--- config.mk ---
export PLATFORM = sky130hd
export DESIGN_NAME = seg7_scan_driver_flat
export DESIGN_NICKNAME = d
export VERILOG_FILES = /design/src/rtl/seg7_pkg.sv /design/src/rtl/seg7_scan_driver_if.sv /design/src/rtl/seg7_digit_decode.sv /design/src/rtl/seg7_scan_driver.sv /design/src/flat_wrapper.sv
export SDC_FILE = /design/constraint.sdc
export NUM_CORES = 1
export LEC_CHECK = 0
export ABC_CLOCK_PERIOD_IN_PS = 2600
export CAP_MARGIN = 20
export CORE_AREA = 4 4 98 72
export DETAILED_ROUTE_END_ITERATION = 7
export DIE_AREA = 0 0 102 76
export GPL_TIMING_DRIVEN = 0
export PLACE_DENSITY = 0.77
export SLEW_MARGIN = 15
export SYNTH_ARGS = -nofsm -noshare
export SYNTH_HDL_FRONTEND = slang
export SYNTH_HIERARCHICAL = 1
export SYNTH_SLANG_ARGS = --single-unit
export TNS_END_PERCENT = 30
--- constraint.sdc ---
create_clock -name clk -period 2.6 [get_ports clk]
set_input_delay 0.78 -clock clk [delete_from_list [all_inputs] [get_ports clk]]
set_output_delay 0.78 -clock clk [all_outputs]
set_load 0.02 [all_outputs]
--- src/rtl/seg7_pkg.sv ---
// Shared seven-segment constants and types for the scan driver and its decoder.
// Patterns are active-high, segment a in bit 6 down to g in bit 0.
package seg7_pkg;

  localparam int unsigned SEG_W = 7;
  localparam int unsigned BCD_W = 4;

  typedef logic [SEG_W-1:0] seg_t;
  typedef logic [BCD_W-1:0] bcd_t;

  localparam seg_t SEG_0     = 7'b1111110;
  localparam seg_t SEG_1     = 7'b0110000;
  localparam seg_t SEG_2     = 7'b1101101;
  localparam seg_t SEG_3     = 7'b1111001;
  localparam seg_t SEG_4     = 7'b0110011;
  localparam seg_t SEG_5     = 7'b1011011;
  localparam seg_t SEG_6     = 7'b1011111;
  localparam seg_t SEG_7     = 7'b1110000;
  localparam seg_t SEG_8     = 7'b1111111;
  localparam seg_t SEG_9     = 7'b1111011;
  localparam seg_t SEG_BLANK = 7'b0000000;

endpackage

--- src/rtl/seg7_scan_driver_if.sv ---
// Host-side data/strobe inputs and display-side outputs of the scan driver.
interface seg7_scan_driver_if #(
  parameter int unsigned NUM_DIGITS = 4
);
  import seg7_pkg::*;

  logic [4*NUM_DIGITS-1:0] bcd_in;
  logic [NUM_DIGITS-1:0]   dp_in;
  logic                    load;
  logic                    blank_lz;
  seg_t                    seg;
  logic                    dp;
  logic [NUM_DIGITS-1:0]   an;
  logic                    frame_done;

  modport master (
    output bcd_in, dp_in, load, blank_lz,
    input  seg, dp, an, frame_done
  );

  modport slave (
    input  bcd_in, dp_in, load, blank_lz,
    output seg, dp, an, frame_done
  );

endinterface

--- src/rtl/seg7_digit_decode.sv ---
// BCD to active-high seven-segment decoder; non-decimal codes are blank.
module seg7_digit_decode
  import seg7_pkg::*;
(
  input  bcd_t bcd,
  output seg_t seg_c
);

  always_comb begin
    seg_c = SEG_BLANK;
    case (bcd)
      4'd0:    seg_c = SEG_0;
      4'd1:    seg_c = SEG_1;
      4'd2:    seg_c = SEG_2;
      4'd3:    seg_c = SEG_3;
      4'd4:    seg_c = SEG_4;
      4'd5:    seg_c = SEG_5;
      4'd6:    seg_c = SEG_6;
      4'd7:    seg_c = SEG_7;
      4'd8:    seg_c = SEG_8;
      4'd9:    seg_c = SEG_9;
      default: seg_c = SEG_BLANK;
    endcase
  end

endmodule

--- src/rtl/seg7_scan_driver.sv ---
// Time-multiplexed seven-segment display driver with frame-synchronous data update,
// per-slot dead time and optional leading-zero blanking.
module seg7_scan_driver
  import seg7_pkg::*;
#(
  parameter int unsigned NUM_DIGITS = 4,
  parameter int unsigned SCAN_DIV   = 1000,
  parameter int unsigned DEAD       = 2,
  parameter bit          ACTIVE_LOW = 1'b0
) (
  input  logic               clk,
  input  logic               rst_n,
  seg7_scan_driver_if.slave  bus
);

  localparam int unsigned DIV_W = $clog2(SCAN_DIV);
  localparam int unsigned IDX_W = (NUM_DIGITS > 1) ? $clog2(NUM_DIGITS) : 1;

  localparam seg_t                  SEG_POL = seg_t'(ACTIVE_LOW ? 7'h7F : 7'h00);
  localparam logic [NUM_DIGITS-1:0] AN_POL  = {NUM_DIGITS{ACTIVE_LOW}};

  logic [DIV_W-1:0] div;
  logic [IDX_W-1:0] idx;

  logic [NUM_DIGITS-1:0][BCD_W-1:0] shadow_bcd;
  logic [NUM_DIGITS-1:0][BCD_W-1:0] pend_bcd;
  logic [NUM_DIGITS-1:0]            shadow_dp;
  logic [NUM_DIGITS-1:0]            pend_dp;
  logic                             pend_flag;

  logic                  slot_end_c;
  logic                  frame_end_c;
  logic                  dead_c;
  logic                  blank_c;
  logic [NUM_DIGITS-1:0] lz_mask_c;
  bcd_t                  sel_bcd_c;
  seg_t                  raw_seg_c;
  seg_t                  lit_seg_c;

  assign slot_end_c  = (div == DIV_W'(SCAN_DIV - 1));
  assign frame_end_c = slot_end_c && (idx == IDX_W'(NUM_DIGITS - 1));
  assign dead_c      = (div < DIV_W'(DEAD));

  // Slot and digit position counters.
  always_ff @(posedge clk or negedge rst_n) begin
    if (!rst_n) begin
      div <= '0;
      idx <= '0;
    end else if (slot_end_c) begin
      div <= '0;
      idx <= (idx == IDX_W'(NUM_DIGITS - 1)) ? '0 : idx + IDX_W'(1);
    end else begin
      div <= div + DIV_W'(1);
    end
  end

  // Loads park in the pending buffer; the shown data only moves at the frame boundary.
  always_ff @(posedge clk or negedge rst_n) begin
    if (!rst_n) begin
      shadow_bcd <= '0;
      shadow_dp  <= '0;
      pend_bcd   <= '0;
      pend_dp    <= '0;
      pend_flag  <= 1'b0;
    end else if (bus.load && frame_end_c) begin
      shadow_bcd <= bus.bcd_in;
      shadow_dp  <= bus.dp_in;
      pend_flag  <= 1'b0;
    end else if (bus.load) begin
      pend_bcd  <= bus.bcd_in;
      pend_dp   <= bus.dp_in;
      pend_flag <= 1'b1;
    end else if (frame_end_c && pend_flag) begin
      shadow_bcd <= pend_bcd;
      shadow_dp  <= pend_dp;
      pend_flag  <= 1'b0;
    end
  end

  // lz_mask_c[i] is set when shadow digits NUM_DIGITS-1 down to i are all zero.
  always_comb begin
    logic run;
    lz_mask_c = '0;
    run       = 1'b1;
    for (int i = int'(NUM_DIGITS) - 1; i >= 0; i--) begin
      run          = run & (shadow_bcd[i] == 4'd0);
      lz_mask_c[i] = run;
    end
  end

  assign sel_bcd_c = shadow_bcd[idx];
  assign blank_c   = bus.blank_lz && (idx != '0) && lz_mask_c[idx];

  seg7_digit_decode u_decode (
    .bcd   (sel_bcd_c),
    .seg_c (raw_seg_c)
  );

  assign lit_seg_c = blank_c ? SEG_BLANK : raw_seg_c;

  // Registered drive stage; polarity applied after decode, everything dark in dead time.
  always_ff @(posedge clk or negedge rst_n) begin
    if (!rst_n) begin
      bus.seg        <= SEG_POL;
      bus.dp         <= ACTIVE_LOW;
      bus.an         <= AN_POL;
      bus.frame_done <= 1'b0;
    end else begin
      bus.frame_done <= frame_end_c;
      if (dead_c) begin
        bus.seg <= SEG_POL;
        bus.dp  <= ACTIVE_LOW;
        bus.an  <= AN_POL;
      end else begin
        bus.seg <= SEG_POL ^ lit_seg_c;
        bus.dp  <= ACTIVE_LOW ^ shadow_dp[idx];
        bus.an  <= AN_POL ^ (NUM_DIGITS'(1) << idx);
      end
    end
  end

endmodule

--- src/flat_wrapper.sv ---
// flat-port wrapper written by rule: the top's interface ports become plain ports
module seg7_scan_driver_flat import seg7_pkg::*;
#(
  parameter int unsigned NUM_DIGITS = 4,
  parameter int unsigned SCAN_DIV   = 1000,
  parameter int unsigned DEAD       = 2,
  parameter bit          ACTIVE_LOW = 1'b0
)
  (clk, rst_n, bus_bcd_in, bus_dp_in, bus_load, bus_blank_lz, bus_seg, bus_dp, bus_an, bus_frame_done);
  seg7_scan_driver_if #(.NUM_DIGITS(NUM_DIGITS)) bus_i ();
  input  logic clk;
  input  logic rst_n;
  input wire logic [$bits(bus_i.bcd_in)-1:0] bus_bcd_in;
  input wire logic [$bits(bus_i.dp_in)-1:0] bus_dp_in;
  input wire logic [$bits(bus_i.load)-1:0] bus_load;
  input wire logic [$bits(bus_i.blank_lz)-1:0] bus_blank_lz;
  output wire logic [$bits(bus_i.seg)-1:0] bus_seg;
  output wire logic [$bits(bus_i.dp)-1:0] bus_dp;
  output wire logic [$bits(bus_i.an)-1:0] bus_an;
  output wire logic [$bits(bus_i.frame_done)-1:0] bus_frame_done;
  assign bus_i.bcd_in = bus_bcd_in;
  assign bus_i.dp_in = bus_dp_in;
  assign bus_i.load = bus_load;
  assign bus_i.blank_lz = bus_blank_lz;
  assign bus_seg = bus_i.seg;
  assign bus_dp = bus_i.dp;
  assign bus_an = bus_i.an;
  assign bus_frame_done = bus_i.frame_done;
  seg7_scan_driver #(.NUM_DIGITS(NUM_DIGITS), .SCAN_DIV(SCAN_DIV), .DEAD(DEAD), .ACTIVE_LOW(ACTIVE_LOW)) u_core (.clk(clk), .rst_n(rst_n), .bus(bus_i));
endmodule
# After elaboration in Yosys (flattened, before gate mapping)
# Memories as Yosys holds them, arrays and structs flattened.
# Cells that the tools add are included.
[op_classes]
n_lt_le_gt_ge = 2
bitwise_logic = 4
n_reduce_logical = 14
n_shift = 1
addsub = 2
n_eq_ne = 3
n_mux = 21
[ops]
columns = ["cell", "count"]
rows = [
  ["16-bit two-way mux", 3],
  ["4-bit two-way mux", 5],
  ["4-bit zero test", 4],
  ["7-bit two-way mux", 2],
  ["10-bit by 1-bit adder with 10-bit output, second input constant", 1],
  ["10-bit == test, second input constant", 1],
  ["10-bit by 2-bit < comparator with 1-bit output, second input constant", 1],
  ["10-bit two-way mux", 1],
  ["4-bit binary-select mux with 2-bit select", 1],
  ["1-bit two-way mux", 6],
  ["1-bit logical AND", 5],
  ["1-bit binary-select mux with 2-bit select", 2],
  ["2-bit AND reduction", 2],
  ["2-bit nonzero test", 2],
  ["1-bit by 2-bit << shifter with 4-bit output, first input constant", 1],
  ["1-bit bitwise AND", 3],
  ["2-bit by 3-bit < comparator with 1-bit output, second input constant", 1],
  ["3-bit nonzero test", 1],
  ["2-bit by 1-bit adder with 2-bit output, second input constant", 1],
  ["2-bit == test, second input constant", 1],
  ["2-bit two-way mux", 1],
  ["2-bit by 1-bit != test with 1-bit output, second input constant", 1],
  ["1-bit inverter", 1],
]
[word_totals]
rom_bits = 112
output_inout_bits = 13
n_memories = 1
register_bits = 66
word_cells = 65
inputBits = 24
[mem_list]
columns = ["name", "depth", "width", "read_ports", "rd_ports_with_merged_regs", "write_ports", "line", "text"]
rows = [
  ["(no name shown)", 16, 7, 1, 0, 0, "seg7_digit_decode.sv:11", "case (bcd)"],
]

# Logic depth before layout (Yosys ltp)
# Gate-level depths: netlist of run 1.
[logic_depth]
depth_word = 9
depth_mapped = 9
depth_no_buf = 8

# Cells and area by module
# Netlist of run 1, hierarchy kept.
[by_module_without_submodules]
columns = ["mod", "seq_area_each_um2", "n_inst", "cells_each", "area_each_um2"]
rows = [
  ["seg7_scan_driver", 1651.6, 1, 222, 3099.2],
  ["seg7_digit_decode", 0.0, 1, 28, 219.0],
]

# Least setup slack after synthesis of run 1
# Ideal clock, no wire load.
[synth_timing]
path_type = "reg2reg"
startpoint = "reg u_core.idx[0]"
endpoint = "reg u_core.bus.seg[3]"
arrival_time_ns = 1.750
required_ns = 2.465
path_stages_with_launch = 10
setup_time_ns = 0.135
path_buffers = 1
period_less_slack_ns = 1.885
path_slack_ns = 0.715
cell_sequence = "dfrtp_1 > buf_2 > mux4_2 > inv_2 > ha_1 > nor2_1 > a21oi_1 > o22ai_1 > nand2_1 > nor2_1"
[synth_via]
elab_chain_len = 5
elab_cells_between_ends = 10
classes_between = "6 x mux; 3 x reduce/logical; 1 x memory"
[synth_rtl]
columns = ["item", "line", "text"]
rows = [
  ["start, declared", "seg7_scan_driver.sv:23", "logic [IDX_W-1:0] idx;"],
  ["start signal, assigned", "seg7_scan_driver.sv:51", "idx <= (idx == IDX_W'(NUM_DIGITS - 1)) ? '0 : idx + IDX_W'(1);"],
  ["4-bit binary-select mux with 2-bit select", "seg7_scan_driver.sv:91", "assign sel_bcd_c = shadow_bcd[idx];"],
  ["4-bit two-way mux (not written as such)", "seg7_scan_driver.sv:91", ""],
  ["via u_core.sel_bcd_c[1]", "seg7_scan_driver.sv:36", "bcd_t sel_bcd_c;"],
  ["memory 16 x 7 bit", "--", ""],
  ["via u_core.raw_seg_c[3]", "seg7_scan_driver.sv:37", "seg_t raw_seg_c;"],
  ["7-bit two-way mux", "seg7_scan_driver.sv:99", "assign lit_seg_c = blank_c ? SEG_BLANK : raw_seg_c;"],
  ["7-bit two-way mux", "seg7_scan_driver.sv:110", "if (dead_c) begin"],
  ["end signal, assigned", "seg7_scan_driver.sv:115", "bus.seg <= SEG_POL ^ lit_seg_c;"],
  ["end, declared", "seg7_scan_driver_if.sv:23", "output seg, dp, an, frame_done"],
]
# The timed path passes the listed nets, and every way through them passes these cells. The select of a mux whose other input is x is not followed.
# A chain may end at the register's enable or synchronous reset.

# Final worst setup path of run 1
[layout_timing]
startpoint = "in bus_load"
endpoint = "reg u_core/shadow_bcd[2] (netlist name)"
[layout_via]
elab_chain_len = 3
elab_cells_between_ends = 5
classes_between = "1 x eq/ne; 1 x mux; 3 x reduce/logical"
[layout_rtl]
columns = ["item", "line", "text"]
rows = [
  ["start, declared", "flat_wrapper.sv:15", "input wire logic [$bits(bus_i.load)-1:0] bus_load;"],
  ["1-bit logical AND", "seg7_scan_driver.sv:65", "end else if (bus.load && frame_end_c) begin"],
  ["2-bit by 1-bit != test with 1-bit output (no source line) / 2-bit nonzero test (equally long branches)", "--", ""],
  ["2-bit AND reduction (no source line)", "--", ""],
  ["end signal, assigned", "seg7_scan_driver.sv:66", "shadow_bcd <= bus.bcd_in;"],
  ["end signal, assigned", "seg7_scan_driver.sv:74", "shadow_bcd <= pend_bcd;"],
  ["end, declared", "seg7_scan_driver.sv:25", "logic [NUM_DIGITS-1:0][BCD_W-1:0] shadow_bcd;"],
]
# Several ways; a longest one is shown, not always the timed one.

==> out/results.ini, run 1 <==
[global_routing]
grt_pass1_wl_um=10200
busiest_layer=met2
grt_pass1_vias=2112
gr-total-overflow=0
antenna_found_initial=0
grt_max_degree=44
met1_usage=0.222
use_met2=0.264
grt.total_usage=0.170
met3_usage=0.0576

[timing]
worst_slack_ps=289
report.final.hold_viol_count=0
fin_worst_hold_slack_ps=331
slew_violations=0
slew-limit-headroom=0.606
rsz0062_at_grt=false
worst_pin_slew_ps=591
finalCritPeriodShare=0.889
fin_crit_ps=2310
clock_skew_ps=5.36
fmax_ghz=0.433
setup_violations=0

[cells_and_area]
drive_above_1_share=0.297
n_antenna_cell=0
area_growth_pct=19.8
seq_area_um2=1650
postLayoutCoreUtil=0.649
nFillCells=483
multi_input_area_um2=1530
fin_nets=333

[synth]
syn_nets=285
ys_ff_latch=66
synth.avg_cell_area_um2=13.3
synthArstFlopShare=1.00
yosys_warnings=6
ys_types=39
synthCells=250
synth-seq-area-share=0.498
yosys-top-cells-count=dfrtp_1 (66), mux2_2 (34), mux2_4 (20)
synth_most_common_cell=dfrtp_1
yosys.area.top_type=dfrtp_1
synthFlopType=dfrtp_1
netlist_area_um2=3320
synth_top_area_frac=0.498
synth_edf_count=0
synth_area_leaders=dfrtp_1 (50%), mux2_2 (12%), mux2_4 (9.0%)

[power]
p_per_area_nw_per_um2=505
vdd_drop_max_v=0.000305
total_power_mw=2.01
p_leak_nw=1.74

[clock_network]
cts_setup_buffers=0
clkLatencyLatePin_ps=340
clk_pin_slew_ps=70
cts_sinks=66
clock_path_buffers=2
cts_tree=done
cts_resized=0
cts_buffers=9
ctsHtreeMaxLevel=3
clockRootBuffer=clkbuf_8
postCtsHoldBufs=0

[floorplanning]
chipHeight_um=76
coreArea_um2=6130
die_width_um=102
ios=37
start_util=0.542
fp.dieArea_um2=7750
num_rows=24

[drt]
drc=0
drtIter0Drc=57
firstDrtPassIters=4
wl_per_cell_um=15.5
dr_total_vias=2029
viasPerCell=5.33
wl_um=5910
antenna_left=0

[setup_path]
r2r_end=u_core/bus.seg[3]
path_max_fanout=10
reg2reg_slack_ps=490
r2r-start=u_core/idx[1]
start_kind=primary input
cp-end-kind=flip-flop
crit_required_ps=2820
crit_type=primary input to flip-flop
reg2regPathDepth=7
cp.arrival_ps=2530

[placement]
globalplace.congestion=0.862
numPortBuffers=36
preCtsSetupSlack_ps=-121
dp_hpwl_um=4350

[outcome]
outcome=complete, no violations

[worst_hold_path]
hp-class=primary input to asynchronous set/reset pin

[run]
cap_violations=0

==> critical path, cell delays in order <==
cell and delay [ps]:
clkdlybuf4s50_1 590, clkbuf_1 500, mux2_2 410, mux2_4 250
==> per-stage QoR <==
step / TNS, ps / instance area [um^2] / instances
floorplan: 0 / 3320 / 250
global placement: -92380 / 3780 / 364
detailed placement: -1700 / 3790 / 365
CTS: 0 / 3980 / 381
global route: 0 / 3980 / 381
finish: 0 / 3980 / 381
==> flip-flops by register name, indices dropped and copies added (netlist names) <==
name	count
u_core/pend_bcd	16
u_core/shadow_bcd	16
u_core/div	10
u_core/bus.seg	7
u_core/bus.an	4
u_core/pend_dp	4
u_core/shadow_dp	4
u_core/idx	2
u_core/bus.dp	1
u_core/bus.frame_done	1
u_core/pend_flag	1
==> kinds of logic after synthesis <==
| kind of cell | after synthesis | synth area share |
|---|---|---|
| compound gates | 19 | 0.0411 |
| xor+xnor | 8 | 0.0211 |
| fa+ha+maj | 11 | 0.0415 |
| buf+inv | 20 | 0.0419 |
| flops | 66 | 0.498 |
| mux | 66 | 0.263 |
| simple gates | 60 | 0.0935 |
==> power breakdown <==
part	switching (mW)	internal (mW)	total, mW
Sequential	0.0133	1.06	1.07
Combinational	0.0600	0.0910	0.151
Clock	0.366	0.422	0.788
Total	0.439	1.57	2.01
==> layout make-up <==
class | count | area share
multi-input combinational | 164 | 0.384
tap | 78 | 0.0245
clock buffer | 14 | 0.0434
buffer | 13 | 0.0283
clock inverter | 2 | 0.00252
inverter | 7 | 0.00661
timing repair buffer | 37 | 0.0950
sequential | 66 | 0.415
==> routing by layer <==
layer | vias to the layer above | share of wire
li1 | 972 | -
met1 | 998 | 0.45
met2 | 51 | 0.47
met3 | 8 | 0.063
met4 | 0 | 0.013
met5 | - | 0
==> cell usage in the layout, fill, tap and decap left out, types with 2 or more instances in the layout <==
master           count
a21oi_1              3
and2_1               6
and3_1               3
buf_12               3
buf_6                4
clkbuf_1             8
clkbuf_8            12
clkdlybuf4s50_1     35
clkinv_2             2
dfrtp_1             66
ha_1                11
inv_1                6
mux2_1               6
mux2_2              34
mux2_4              20
mux4_2               5
nand2_1             13
nand3_1              4
nor2_1              19
nor3_1               2
nor4_1               5
o21ai_0              5
o22ai_1              5
xnor2_1              3
xor2_1               5
==> worst max path at each step <==
| stage | slack, ps | startpoint | to | depth (start not counted) |
|---|---|---|---|---|
| after CTS | 280 | bus_load | u_core/shadow_bcd[15] | 4 |
| after floorplan | 710 | u_core/idx[0] | u_core/bus.seg[3] | 9 |
| after detailed placement | -120 | bus_load | u_core/shadow_bcd[0] | 4 |
| final | 290 | bus_load | u_core/shadow_bcd[2] | 4 |
| after global placement | -1390 | rst_n | u_core/pend_dp[1] | 1 |
| after global routing | 230 | bus_load | u_core/shadow_bcd[2] | 4 |
Note: power is estimated with default switching activity, not from simulation.
==> inputs of run 2 (changes only) <==
Settings changed: CAP_MARGIN 20 to 25.
==> results of run 2 <==
Final layout, timing and power as in run 1 (identical DEF).
